File: config.mk
export PLATFORM = sky130hd
export DESIGN_NAME = apu_frame_sequencer
export DESIGN_NICKNAME = d
export VERILOG_FILES = /design/src/rtl/apu_frame_sequencer.sv
export SDC_FILE = /design/constraint.sdc
export NUM_CORES = 1
export LEC_CHECK = 0
export ABC_AREA = 1
export CAP_MARGIN = 20
export CELL_PAD_IN_SITES_DETAIL_PLACEMENT = 1
export CELL_PAD_IN_SITES_GLOBAL_PLACEMENT = 2
export CORE_MARGIN = 1
export CORE_UTILIZATION = 30
export CTS_BUF_LIST = sky130_fd_sc_hd__clkbuf_2
export DETAILED_ROUTE_END_ITERATION = 7
export HOLD_SLACK_MARGIN = 0.05
export PLACE_DENSITY = 0.91
export SLEW_MARGIN = 20
export SYNTH_ARGS = -nofsm -noshare
export SYNTH_HDL_FRONTEND = slang
export SYNTH_SLANG_ARGS = --single-unit
export TNS_END_PERCENT = 10
File: constraint.sdc
create_clock -name clk -period 1.5 [get_ports clk]
set_input_delay 0.375 -clock clk [delete_from_list [all_inputs] [get_ports clk]]
set_output_delay 0.375 -clock clk [all_outputs]
set_load 0.1 [all_outputs]
File: src/rtl/apu_frame_sequencer.sv
// -----------------------------------------------------------------------------
// apu_frame_sequencer
//
// Frame counter for the APU channel set. Divides the CPU-rate APU clock into
// a quarter-frame strobe (~240 Hz) and a half-frame strobe (~120 Hz). These
// strobes clock the length, linear and envelope counters. The $4017 register
// selects 4-step or 5-step sequencing. A frame IRQ flag is read back through
// $4015.
//
// Optional feature macro: FRAME_IRQ_EN
//   defined   : frame IRQ flag, inhibit bit and the $4015 read clear exist.
//   undefined : frame_irq is tied low, status_read and reg_4017[6] are
//               ignored. Counter and strobe timing are unchanged.
//
// Ports:
//   clk             in   APU clock, all logic on rising edge
//   rst             in   synchronous reset, active-high, overrides all inputs
//   reg_4017[7:0]   in   frame counter register: [7] 5-step mode, [6] IRQ inhibit
//   reg_event_4017  in   one-cycle strobe, reg_4017 was just written
//   status_read     in   one-cycle strobe, CPU read of $4015 (clears IRQ flag)
//   enable_240hz    out  quarter-frame strobe, one cycle wide
//   enable_120hz    out  half-frame strobe, one cycle wide
//   frame_irq       out  frame interrupt flag, level
// -----------------------------------------------------------------------------
module apu_frame_sequencer #(
  parameter int unsigned STEP_Q1 = 7457,
  parameter int unsigned STEP_Q2 = 14913,
  parameter int unsigned STEP_Q3 = 22371,
  parameter int unsigned STEP_Q4 = 29829,
  parameter int unsigned STEP_Q5 = 37281,
  parameter int unsigned CNT_W   = 16
) (
  input  logic       clk,
  input  logic       rst,
  input  logic [7:0] reg_4017,
  input  logic       reg_event_4017,
  input  logic       status_read,
  output logic       enable_240hz,
  output logic       enable_120hz,
  output logic       frame_irq
);

  localparam logic [CNT_W-1:0] Q1 = CNT_W'(STEP_Q1);
  localparam logic [CNT_W-1:0] Q2 = CNT_W'(STEP_Q2);
  localparam logic [CNT_W-1:0] Q3 = CNT_W'(STEP_Q3);
  localparam logic [CNT_W-1:0] Q4 = CNT_W'(STEP_Q4);
  localparam logic [CNT_W-1:0] Q5 = CNT_W'(STEP_Q5);

  logic [CNT_W-1:0] cnt_q, cnt_d;
  logic             mode_q, mode_d;     // 1 = 5-step sequence
  logic             e240_q, e240_d;
  logic             e120_q, e120_d;

  logic at_q1, at_q2, at_q3, at_q4, at_q5;
  logic at_wrap;

  assign at_q1 = (cnt_q == Q1);
  assign at_q2 = (cnt_q == Q2);
  assign at_q3 = (cnt_q == Q3);
  assign at_q4 = (cnt_q == Q4);
  assign at_q5 = (cnt_q == Q5);

  // The last step of the active sequence both wraps the counter and fires
  // both strobes; Q4 in 5-step mode is therefore silent.
  assign at_wrap = mode_q ? at_q5 : at_q4;

  // reg_4017[5:0] carry nothing for the frame sequencer.
  logic unused_low_bits;
  assign unused_low_bits = ^reg_4017[5:0];

  always_comb begin
    cnt_d  = at_wrap ? '0 : cnt_q + CNT_W'(1);
    mode_d = mode_q;
    e240_d = at_q1 | at_q2 | at_q3 | at_wrap;
    e120_d = at_q2 | at_wrap;
    // A write restarts the frame and replaces any step strobe of this edge;
    // selecting 5-step mode clocks the units immediately.
    if (reg_event_4017) begin
      cnt_d  = '0;
      mode_d = reg_4017[7];
      e240_d = reg_4017[7];
      e120_d = reg_4017[7];
    end
  end

  always_ff @(posedge clk) begin
    if (rst) begin
      cnt_q  <= '0;
      mode_q <= 1'b0;
      e240_q <= 1'b0;
      e120_q <= 1'b0;
    end else begin
      cnt_q  <= cnt_d;
      mode_q <= mode_d;
      e240_q <= e240_d;
      e120_q <= e120_d;
    end
  end

  assign enable_240hz = e240_q;
  assign enable_120hz = e120_q;

`ifdef FRAME_IRQ_EN
  logic inh_q, inh_d;
  logic irq_q, irq_d;
  logic irq_set;

  assign irq_set = at_q4 & ~mode_q & ~inh_q;

  // Priority, lowest first: status read clear, step set, write-with-inhibit
  // clear. Setting inhibit alone leaves a pending flag untouched.
  always_comb begin
    inh_d = inh_q;
    irq_d = irq_q;
    if (status_read) irq_d = 1'b0;
    if (irq_set)     irq_d = 1'b1;
    if (reg_event_4017) begin
      inh_d = reg_4017[6];
      if (reg_4017[6]) irq_d = 1'b0;
    end
  end

  always_ff @(posedge clk) begin
    if (rst) begin
      inh_q <= 1'b0;
      irq_q <= 1'b0;
    end else begin
      inh_q <= inh_d;
      irq_q <= irq_d;
    end
  end

  assign frame_irq = irq_q;
`else
  logic unused_irq_inputs;
  assign unused_irq_inputs = ^{status_read, reg_4017[6]};
  assign frame_irq = 1'b0;
`endif

endmodule

==> out/qor.csv <==
stage;metric;value;unit
synth;post-synthesis register bit count;19;
synth;Post-Syn Nets;185;
cts;Sink Count;19;
route;Detail Route Antenna Nets;0;
placement;Post-DP HPWL;2130;um
die;starting density of the core;32.4;%
route;Avg WL per Cell;12.6;um
grt;total gr overflow;0;
cts;TritonCTS clock tree;yes;
synth;Synth top area share;33.9;%
synth;Async SR Flop Fraction;0;%
grt;All-Layer GR Usage;15.4;%
setup_path;critical path's slowest cell;dfxtp_1;
power;Worst IR Drop VDD;0.000299;V
setup_path;crit path DAT;1.65;ns
layout;proportion of layout cells with a drive suffix above 1;15.4;%
synth;Distinct cells, synth;20;
setup_path;Worst EP required;1.74;ns
sta;Final Hold Viols;0;
setup_path;CP Capture Type;register;
layout;post-route cell area;1320;sq um
die;chip height;63.2;um
synth;dominant cells by area after synthesis;dfxtp_1 (34%), nor2_1 (15%), nand2_1 (11%), xor2_1 (10%), inv_1 (9.7%);
power;pwr dens;646;nW/um^2
synth;cells after synthesis;171;
route;via count;1046;
setup_path;Crit path max-delay family;simple AND/OR/NAND/NOR gates;
layout;Nets;197;
power;total power;0.851;mW
layout;non-filler cells, final;228;
worst_hold_path;Hold Path Class;reg -> reg;
setup_path;Worst Path Buf+Inv;1;
route;Detailed Route Iter0 Violations;12;
route;DRT Wirelength;2860;um
sta;Tmin final;1.41;ns
cts;H-tree depth;1;
synth;ys flop type;dfxtp_1;
setup_path;Cell Chain, Critical Path;inv_1, nor2_1, nand2_1, nand2_1, nand4_4, nand3_4, nor2_1;
setup_path;crit-path max cell delay;0.51;ns
power;Leak;0.546;nW
placement;number of placed cells counting well taps;223;
cts;Bufs on Longest Clock Path;2;
synth;Avg Cell Area, Syn;6.57;sq um
outcome;outcome;completed;
cts;CTS root buf;clkbuf_2;
sta;final slew viol count;0;
setup_path;critical setup path kind;reg -> reg;
grt;global-route wire length before repair;4820;um
synth;cell with the most instances after synthesis;nor2_1;
synth;Syn. warnings;0;
cts;Setup Buffers After CTS;0;
cts;Reg clk slew, reported paths;0.18;ns
die;floorplan row count;21;
grt;largest net degree at the start of global routing;17;
layout;diode count;0;
synth;cell taking the most area after synthesis;dfxtp_1;
cts;post-CTS resize count;0;
synth;register area share after synthesis;33.9;%
placement;dpl cell area;1260;sq um
route;First-pass DRT Iterations;4;
cts;hold_buf cts;0;
run;number of max-cap violations;0;
sta;Min Hold Slack;0.459;ns
die;Ports;15;
layout;post-layout util;38.0;%
synth;Commonest cells post-synth;nor2_1 (45), nand2_1 (32), inv_1 (29);
setup_path;startpoint types;register;
route;DRC viols;0;
placement;Final Wtd Congestion;0.818;
grt;antenna violations before repair;0;
route;Via density;4.59;
die;Die Span X;63.2;um
sta;Fmax;0.707;GHz
setup_path;Worst Path Max Fanout;8;
sta;crit share post-route;94.2;%
cts;Worst-Skew Late Latency;0.32;ns
synth;number of enable flip-flop cells after synthesis;0;
cts;total CTS buffers;3;
layout;area grow syn2layout;17.4;%
placement;PortBufs;5;
sta;final setup vio count;0;
die;core area;3470;sq um
grt;vias in the first global route;1102;
die;die area;3990;sq um
setup_path;Reg2Reg Setup Slack;0.09;ns
sta;clk_skew;0.00376;ns
synth;Post-Syn Area;1120;sq um
[per-layer routing]
| metal | up-vias | global-route usage, % | part of all wire, % | routed length, um |
|---|---|---|---|---|
| met2 | 7 | 27.3 | 50 | 1440 |
| met5 | - | 0 | 0 | 0 |
| met4 | 0 | 5.97 | 1.7 | 48 |
| li1 | 534 | - | - | - |
| met1 | 500 | 18.7 | 47 | 1340 |
| met3 | 5 | 2.17 | 1.1 | 31 |
[layout by cell type (no fill, tap or decap), types with 4 or more instances in the layout]
master	n
buf_4	5
nand3_1	11
xor2_1	13
dfxtp_2	6
clkbuf_2	4
nand4_1	4
nor2_1	43
inv_1	29
nand2_1	32
dfxtp_1	13
nor2_2	5
[report_power, final]
group	total, mW	switching (mW)	internal [mW]
Clock	0.239	0.168	0.0706
Combinational	0.0913	0.0599	0.0313
Sequential	0.521	0.00817	0.513
[cell type report]
| type | instances | area, sq um |
|---|---|---|
| fill | 474 | 2150 |
| inverter | 29 | 109 |
| sequential | 19 | 388 |
| timing repair buffer | 10 | 108 |
| multi-input combinational | 120 | 637 |
| clock buffer | 4 | 20.0 |
| tap | 46 | 57.6 |
[flip-flops by register name, indices dropped and copies added, names as in the netlist]
name,flops
mode_q,1
cnt_q,16
enable_240hz,1
enable_120hz,1
[cell families after synthesis]
group / count (synthesis) / share of synthesized area [%]
other: 1 / 0.334
AND/OR/NAND/NOR: 100 / 39.5
AO/OA/AOI/OAI: 2 / 0.890
XOR/XNOR: 14 / 10.9
adder cells (fa/ha/maj): 2 / 2.23
flip-flops: 19 / 33.9
buffers and inverters: 33 / 12.2
[path summary, 6_finish.rpt]
| kind | from | to | cells after the start |
|---|---|---|---|
| worst max-delay path | cnt_q[2]$_SDFF_PP0_ | cnt_q[15]$_SDFF_PP0_ | 7 |
| worst min-delay path | cnt_q[0]$_SDFF_PP0_ | cnt_q[0]$_SDFF_PP0_ | 1 |
| worst max register to register | cnt_q[2]$_SDFF_PP0_ | cnt_q[15]$_SDFF_PP0_ | 7 |
| worst min register to register | cnt_q[0]$_SDFF_PP0_ | cnt_q[0]$_SDFF_PP0_ | 1 |
[metrics by stage]
stage	worst slack (ns)	TNS, ns
2_1_floorplan	0.168	0
3_3_place_gp	0.0405	0
3_5_place_dp	0.0377	0
4_1_cts	0.0280	0
5_1_grt	-0.0185	-0.108
6_report	0.0865	0
(Power assumes the default switching activity.)
